==> src/rtl/dht_frame_decoder.sv <==
// DHT sensor frame decoder: checksum validation, binary-to-BCD conversion of the
// integer humidity/temperature bytes, and saturating error/timeout event counters.
module dht_frame_decoder #(
  parameter int DHT_OUT = 40
) (
  input  logic               clk,
  input  logic               rst,
  input  logic               i_done,
  input  logic [DHT_OUT-1:0] i_data,
  input  logic               i_tout,
  output logic [7:0]         o_hum_int,
  output logic [7:0]         o_hum_dec,
  output logic [7:0]         o_tmp_int,
  output logic [7:0]         o_tmp_dec,
  output logic [11:0]        o_hum_bcd,
  output logic [11:0]        o_tmp_bcd,
  output logic               o_valid,
  output logic               o_busy,
  output logic               o_err,
  output logic [7:0]         o_err_cnt,
  output logic [7:0]         o_tout_cnt
);

  typedef enum logic [1:0] {IDLE, CHECK, CONV, UPDATE} state_t;

  state_t             r_state;
  state_t             w_next;
  logic [DHT_OUT-1:0] r_frame;
  logic [3:0]         r_iter;
  logic [7:0]         r_hum_bin;
  logic [7:0]         r_tmp_bin;
  logic [11:0]        r_hum_conv;
  logic [11:0]        r_tmp_conv;
  logic               r_tout_d;

  logic [7:0]         r_hum_int;
  logic [7:0]         r_hum_dec;
  logic [7:0]         r_tmp_int;
  logic [7:0]         r_tmp_dec;
  logic [11:0]        r_hum_bcd;
  logic [11:0]        r_tmp_bcd;
  logic               r_valid;
  logic               r_err;
  logic [7:0]         r_err_cnt;
  logic [7:0]         r_tout_cnt;

  logic [7:0]         w_sum;
  logic               w_sum_ok;
  logic               w_tout_rise;
  logic [11:0]        w_hum_adj;
  logic [11:0]        w_tmp_adj;

  // Double-dabble correction: any BCD digit of 5 or more gets +3 before the shift.
  function automatic logic [11:0] add3(input logic [11:0] b);
    logic [11:0] v;
    v = b;
    for (int n = 0; n < 3; n++)
      if (v[n*4 +: 4] >= 4'd5) v[n*4 +: 4] = v[n*4 +: 4] + 4'd3;
    return v;
  endfunction

  assign w_sum       = r_frame[39:32] + r_frame[31:24] + r_frame[23:16] + r_frame[15:8];
  assign w_sum_ok    = (w_sum == r_frame[7:0]);
  assign w_tout_rise = i_tout & ~r_tout_d;
  assign w_hum_adj   = add3(r_hum_conv);
  assign w_tmp_adj   = add3(r_tmp_conv);

  always_ff @(posedge clk or posedge rst) begin
    if (rst) r_state <= IDLE;
    else     r_state <= w_next;
  end

  always_comb begin
    w_next = r_state;
    case (r_state)
      IDLE:    if (i_done) w_next = CHECK;
      CHECK:   w_next = w_sum_ok ? CONV : IDLE;
      CONV:    if (r_iter == 4'd7) w_next = UPDATE;
      UPDATE:  w_next = IDLE;
      default: w_next = IDLE;
    endcase
  end

  // Frame capture and the 8-step conversion; the binary bytes shift out MSB first.
  always_ff @(posedge clk or posedge rst) begin
    if (rst) begin
      r_frame    <= '0;
      r_iter     <= '0;
      r_hum_bin  <= '0;
      r_tmp_bin  <= '0;
      r_hum_conv <= '0;
      r_tmp_conv <= '0;
    end else begin
      case (r_state)
        IDLE: if (i_done) r_frame <= i_data;
        CHECK: begin
          r_iter     <= '0;
          r_hum_bin  <= r_frame[39:32];
          r_tmp_bin  <= r_frame[23:16];
          r_hum_conv <= '0;
          r_tmp_conv <= '0;
        end
        CONV: begin
          r_hum_conv <= (w_hum_adj << 1) | {11'd0, r_hum_bin[7]};
          r_tmp_conv <= (w_tmp_adj << 1) | {11'd0, r_tmp_bin[7]};
          r_hum_bin  <= {r_hum_bin[6:0], 1'b0};
          r_tmp_bin  <= {r_tmp_bin[6:0], 1'b0};
          r_iter     <= r_iter + 4'd1;
        end
        default: ;
      endcase
    end
  end

  always_ff @(posedge clk or posedge rst) begin
    if (rst) begin
      r_hum_int  <= '0;
      r_hum_dec  <= '0;
      r_tmp_int  <= '0;
      r_tmp_dec  <= '0;
      r_hum_bcd  <= '0;
      r_tmp_bcd  <= '0;
      r_valid    <= 1'b0;
      r_err      <= 1'b0;
      r_err_cnt  <= '0;
      r_tout_cnt <= '0;
      r_tout_d   <= 1'b0;
    end else begin
      r_valid  <= 1'b0;
      r_tout_d <= i_tout;
      if (r_state == UPDATE) begin
        r_hum_int <= r_frame[39:32];
        r_hum_dec <= r_frame[31:24];
        r_tmp_int <= r_frame[23:16];
        r_tmp_dec <= r_frame[15:8];
        r_hum_bcd <= r_hum_conv;
        r_tmp_bcd <= r_tmp_conv;
        r_err     <= 1'b0;
        r_valid   <= 1'b1;
      end
      if (r_state == CHECK && !w_sum_ok) begin
        r_err <= 1'b1;
        if (r_err_cnt != 8'hFF) r_err_cnt <= r_err_cnt + 8'd1;
      end
      if (w_tout_rise && r_tout_cnt != 8'hFF) r_tout_cnt <= r_tout_cnt + 8'd1;
    end
  end

  assign o_hum_int  = r_hum_int;
  assign o_hum_dec  = r_hum_dec;
  assign o_tmp_int  = r_tmp_int;
  assign o_tmp_dec  = r_tmp_dec;
  assign o_hum_bcd  = r_hum_bcd;
  assign o_tmp_bcd  = r_tmp_bcd;
  assign o_valid    = r_valid;
  assign o_busy     = (r_state != IDLE);
  assign o_err      = r_err;
  assign o_err_cnt  = r_err_cnt;
  assign o_tout_cnt = r_tout_cnt;

endmodule

==> config.mk <==
export PLATFORM = sky130hd
export DESIGN_NAME = dht_frame_decoder
export DESIGN_NICKNAME = d
export VERILOG_FILES = /design/src/rtl/dht_frame_decoder.sv
export SDC_FILE = /design/constraint.sdc
export NUM_CORES = 1
export LEC_CHECK = 0
export CORE_UTILIZATION = 45
export CTS_CLUSTER_DIAMETER = 50
export DETAILED_ROUTE_END_ITERATION = 8
export GPL_TIMING_DRIVEN = 1
export PLACE_DENSITY = 0.69
export SKIP_CTS_REPAIR_TIMING = 1
export SLEW_MARGIN = 20
export SYNTH_ARGS = -nofsm -noshare
export SYNTH_HDL_FRONTEND = slang
export SYNTH_SLANG_ARGS = --single-unit
export TNS_END_PERCENT = 30
==> constraint.sdc <==
create_clock -name clk -period 6.8 [get_ports clk]
set_clock_uncertainty 0.1 [all_clocks]
set_input_delay 1.36 -clock clk [delete_from_list [all_inputs] [get_ports clk]]
set_output_delay 1.36 -clock clk [all_outputs]
set_load 0.01 [all_outputs]
-- After elaboration in Yosys (flattened, before gate mapping)
Index checks and enable logic that the tools add are counted.
W data, S select, Z words.
- $add $sub $neg: 12
- magnitude comparators: 6
- equal/unequal tests: 9
- muxes and demuxes: 18
- bitwise operators: 4
- reduce and logical (&&, ||, !) cells: 10
- operator list (cell ; number):
    $pmux W12 S2 ; 2
    $pmux W8 S2 ; 2
    $add A8 B8 Y8 ; 3
    $ge A4 B3 Y1 const B ; 6
    $or A12 B1 Y12 ; 2
    $add A4 B2 Y4 const B ; 4
    $add A8 B1 Y8 const B ; 2
    $mux W4 ; 4
    $ne A8 B8 Y1 const B ; 2
    $eq A8 B8 Y1 ; 1
    $pmux W2 S4 ; 1
    $pmux W4 S2 ; 1
    $add A3 B2 Y3 const B ; 2
    $mux W2 ; 3
    $mux W3 ; 2
    $reduce_and A2 Y1 ; 3
    $reduce_bool A2 Y1 ; 3
    $add A4 B1 Y4 const B ; 1
    $eq A2 B2 Y1 const B ; 2
    $eq A4 B3 Y1 const B ; 1
    $ne A2 B2 Y1 const B ; 2
    $mux W1 ; 3
    $eq A2 B1 Y1 const B ; 1
    $logic_and A1 B1 Y1 ; 2
    other kinds (4) ; 4
- bits in registers: 161
- input bits: 44
- output and inout bits: 75
- word-level logic and storage cells: 77

-- Longest topological paths before layout
- word-level depth: 7
- gate-level depth with buffers: 13
- gate-level depth less buffers: 13

-- Worst setup path after synthesis
Ideal clock, no wire load.
- path type: register to register
- from: reg r_frame[9]
- to: reg r_err_cnt[1] (netlist: o_err_cnt[1])
- setup time: 128 ps
- data arrival time: 3260 ps
- data required time: 6572 ps
- slack: 3313 ps
- stages on the path, launching flop included: 13
- buffers on the path: 0
- period minus slack after synthesis: 3487 ps
- cell sequence: dfrtp_1 > fa_1 > inv_1 > fa_1 > inv_1 > ha_1 > fa_1 > xnor2_1 > nand3_1 > nor3_1 > nand4_2 > nand3_2 > mux2_1
- word-level cells in the longest chain between the ends: 5
- RTL lines (element ; line ; RTL):
    start: declaration ; 28 ; logic [DHT_OUT-1:0] r_frame;
    start signal: assignment ; 95 ; IDLE: if (i_done) r_frame <= i_data;
    $add A8 B8 Y8 ; 62 ; assign w_sum = r_frame[39:32] + r_frame[31:24] + r_frame[23:16] + r_frame[15:8];
    $eq A8 B8 Y1 ; 63 ; assign w_sum_ok = (w_sum == r_frame[7:0]);
    $logic_not A1 Y1 ; 141 ; if (r_state == CHECK && !w_sum_ok) begin
    $logic_and A1 B1 Y1 ; 141 ;
    $reduce_and A2 Y1 (no source line) ; n/a ;
    end signal: assignment ; 143 ; if (r_err_cnt != 8'hFF) r_err_cnt <= r_err_cnt + 8'd1;
    end: declaration ; 44 ; logic [7:0] r_err_cnt;
No other way between the ends.
A chain may end at the register's enable or synchronous reset.

-- Worst setup path in the final report
Same ends and word-level chain as after synthesis.

==> summary.md <==
| Metric | Value |
|---|---|
| Largest net degree at the start of global routing | `104` |
| Fmax | `266 MHz` |
| Final #Nets | `786` |
| Starting DRT DRC Count | `169` |
| CTS H-Tree Depth | `4` |
| Maximum root-to-sink buffer count | `2` |
| Peak VDD IR | `0.331 mV` |
| First-pass GRT wire length | `24300 um` |
| Yosys warnings | `0` |
| Pwr dens | `501 nW/um2` |
| Kind of critical path | `register to register` |
| Area share of the leading cell type in the synthesized netlist | `54.5%` |
| Share of layout cells above drive strength 1 | `19.4%` |
| Post-DR wirelength/cell | `16.0 um` |
| Minimum clock period | `3770 ps` |
| Most common cell after layout, fill and taps aside | `dfrtp_1` |
| Vias in the first global route | `4946` |
| Clock Sinks | `161` |
| Commonest cells after routing, fill and taps aside | `161 x dfrtp_1, 118 x clkdlybuf4s50_1, 97 x mux2_2` |
| Routed via count | `4757` |
| Rows | `46` |
| Fill cell count | `1332` |
| Synth area leader | `dfrtp_1` |
| DRC Markers | `0` |
| Worst R2R Setup Slack | `3030 ps` |
| CP Data Required Time | `7010 ps` |
| Setup-failing EPs final | `0` |
| Total leakage power | `4.09 nW` |
| Initial antenna violation count | `0` |
| Ant. Diodes | `0` |
| Max_cap viols | `0` |
| Startpoint Class | `register` |
| Clk Latency, worst-skew pair | `430 ps` |
| Port Buf Inserts | `118` |
| Post-route ant nets | `0` |
| PnR worst setup slack | `3030 ps` |
| Root Driver | `clkbuf_16` |
| Synth Net Count | `667` |
| Sequential area share after synthesis | `54.5%` |
| Core area | `15900 um2` |
| Main synth FF type | `dfrtp_1` |
| FF+latch count, synth | `161` |
| Area growth from synthesis to layout | `27.0%` |
| Unrepaired setup endpoints after global routing | `false` |
| Final Max Slew Viols | `0` |
| DRT Pass-1 Iters | `4` |
| Number of synthesized flops with an enable pin | `0` |
| Die width | `130 um` |
| Placer congestion estimate | `0.756` |
| Arr. time, crit path | `3970 ps` |
| IO Pins | `119` |
| Worst slew margin | `35.1%` |
| Number of vias per cell | `5.13` |
| Initial Util | `46.3%` |
| Syn_area_per_cell | `12.7 um2` |
| Status | `finished, final reports clean` |
| Reg clk slew, reported paths | `60 ps` |
| Crit. End Element | `register` |
| Pre-CTS setup slack | `3030 ps` |
| Post-Syn Area | `7390 um2` |
| Final WL | `14900 um` |
| Setup TNS Final | `0 ps` |
| All-Layer GR Usage | `18.8%` |
| Crit-path max FO | `9` |
| Die area | `16900 um2` |
| Congestion Overflow GR | `0` |
| Synth cell types | `38` |
| Die Ht | `130 um` |
| CTS tree | `yes` |
| Cts bufs inserted | `17` |
| Area contributors post-synth | `dfrtp_1 55%, mux2_2 15%, ha_1 4.6%, fa_1 3.8%, xnor2_1 3.7%` |
| Mapped Cells | `582` |
| Crit share post-route | `55.4%` |
| DP HPWL | `10100 um` |
| Least-Margin Pin Slew | `970 ps` |
| Hold WC Path Type | `register to register` |
| Async S/R FF share, synth | `100%` |
| Final count of hold timing violations | `0` |
| Hold slack | `388 ps` |
==> path summary, 6_finish.rpt <==
| check | start | to | cells past startpoint |
|---|---|---|---|
| max | r_frame[9] | o_err_cnt[1] | 13 |
| min | r_iter[3] | r_iter[3] | 1 |
| max reg2reg | r_frame[9] | o_err_cnt[1] | 13 |
| min reg2reg | r_iter[3] | r_iter[3] | 1 |
| max in group asynchronous | rst | r_frame[25] | 3 |
| min in group asynchronous | rst | o_hum_bcd[7] | 2 |
==> report_power, final <==
part	switching (W)	internal [W]
combinational	0.00109	0.00118
clock	0.000378	0.000580
sequential	0.000240	0.00124
total	0.00171	0.00300
==> routing by layer <==
layer	GRT usage [%]	up-vias	wire, um
met4	7.46	0	243
met2	31.7	100	7510
met1	22.8	2387	6380
li1	-	2251	-
met5	0	-	0
met3	5.37	19	723
==> cell usage after synthesis (7+ instances only) <==
| cell type | n |
|---|---|
| nor2_1 | 25 |
| mux2_2 | 97 |
| fa_1 | 14 |
| inv_1 | 44 |
| mux2i_1 | 15 |
| nand3_1 | 11 |
| dfrtp_1 | 161 |
| o21ai_0 | 11 |
| ha_1 | 27 |
| xnor2_1 | 31 |
| and3_1 | 7 |
| nand2_1 | 18 |
| clkbuf_1 | 19 |
| xor2_1 | 7 |
| o22ai_1 | 18 |
| a21oi_1 | 31 |
==> per-stage QoR <==
| step | utilization [%] | power, W | instance area, um2 | instances |
|---|---|---|---|---|
| 4_1_cts | 58.9 | 0.00477 | 9380 | 928 |
| 3_5_place_dp | 55.2 | 0.00378 | 8800 | 898 |
| 3_3_place_gp | 55.2 | 0.00369 | 8800 | 898 |
| 5_1_grt | 58.9 | 0.00508 | 9380 | 928 |
| 2_1_floorplan | - | 0.00316 | 7390 | 582 |
| 6_report | 58.9 | 0.00470 | 9380 | 928 |
==> critical path, stage by stage, from the launching register on <==
cell and delay (ps):
dfrtp_1 410, fa_1 540, inv_1 50, fa_1 490
inv_1 40, ha_1 210, fa_1 410, nand3_1 100
nand2_1 90, a31oi_1 220, xnor2_1 160, nand4_2 280
nand3_2 220, mux2_1 330
==> cells by family after synthesis <==
kind of cell             after synthesis  share of synthesized area, %
flip-flops                           161                          54.5
multiplexers                         113                          17.0
AO/OA/AOI/OAI                         82                          6.93
AND/OR/NAND/NOR                       81                          5.35
buffers and inverters                 66                          3.35
adder cells (fa/ha/maj)               41                          8.37
XOR/XNOR                              38                          4.50
==> sequential cells by signal, summed over array words and instances (netlist names), 4 cells and up, named ones only <==
name / flops
o_hum_int: 8
o_hum_dec: 8
o_tmp_dec: 8
o_err_cnt: 8
o_tmp_bcd: 12
o_tmp_int: 8
r_hum_bin: 8
r_tmp_bin: 8
o_tout_cnt: 8
o_hum_bcd: 12
r_tmp_conv: 12
r_frame: 40
r_iter: 4
r_hum_conv: 12
==> final cells by class <==
cell class	instances	area, um2	share of cell area [%]
flip-flops and latches	161	4030	42.9
clock buffers	19	443	4.72
inverters	44	170	1.81
multi-input cells	355	3120	33.2
well taps	216	270	2.88
clock inverters	11	140	1.49
repair buffers	122	1210	12.9
(Power assumes the default switching activity.)
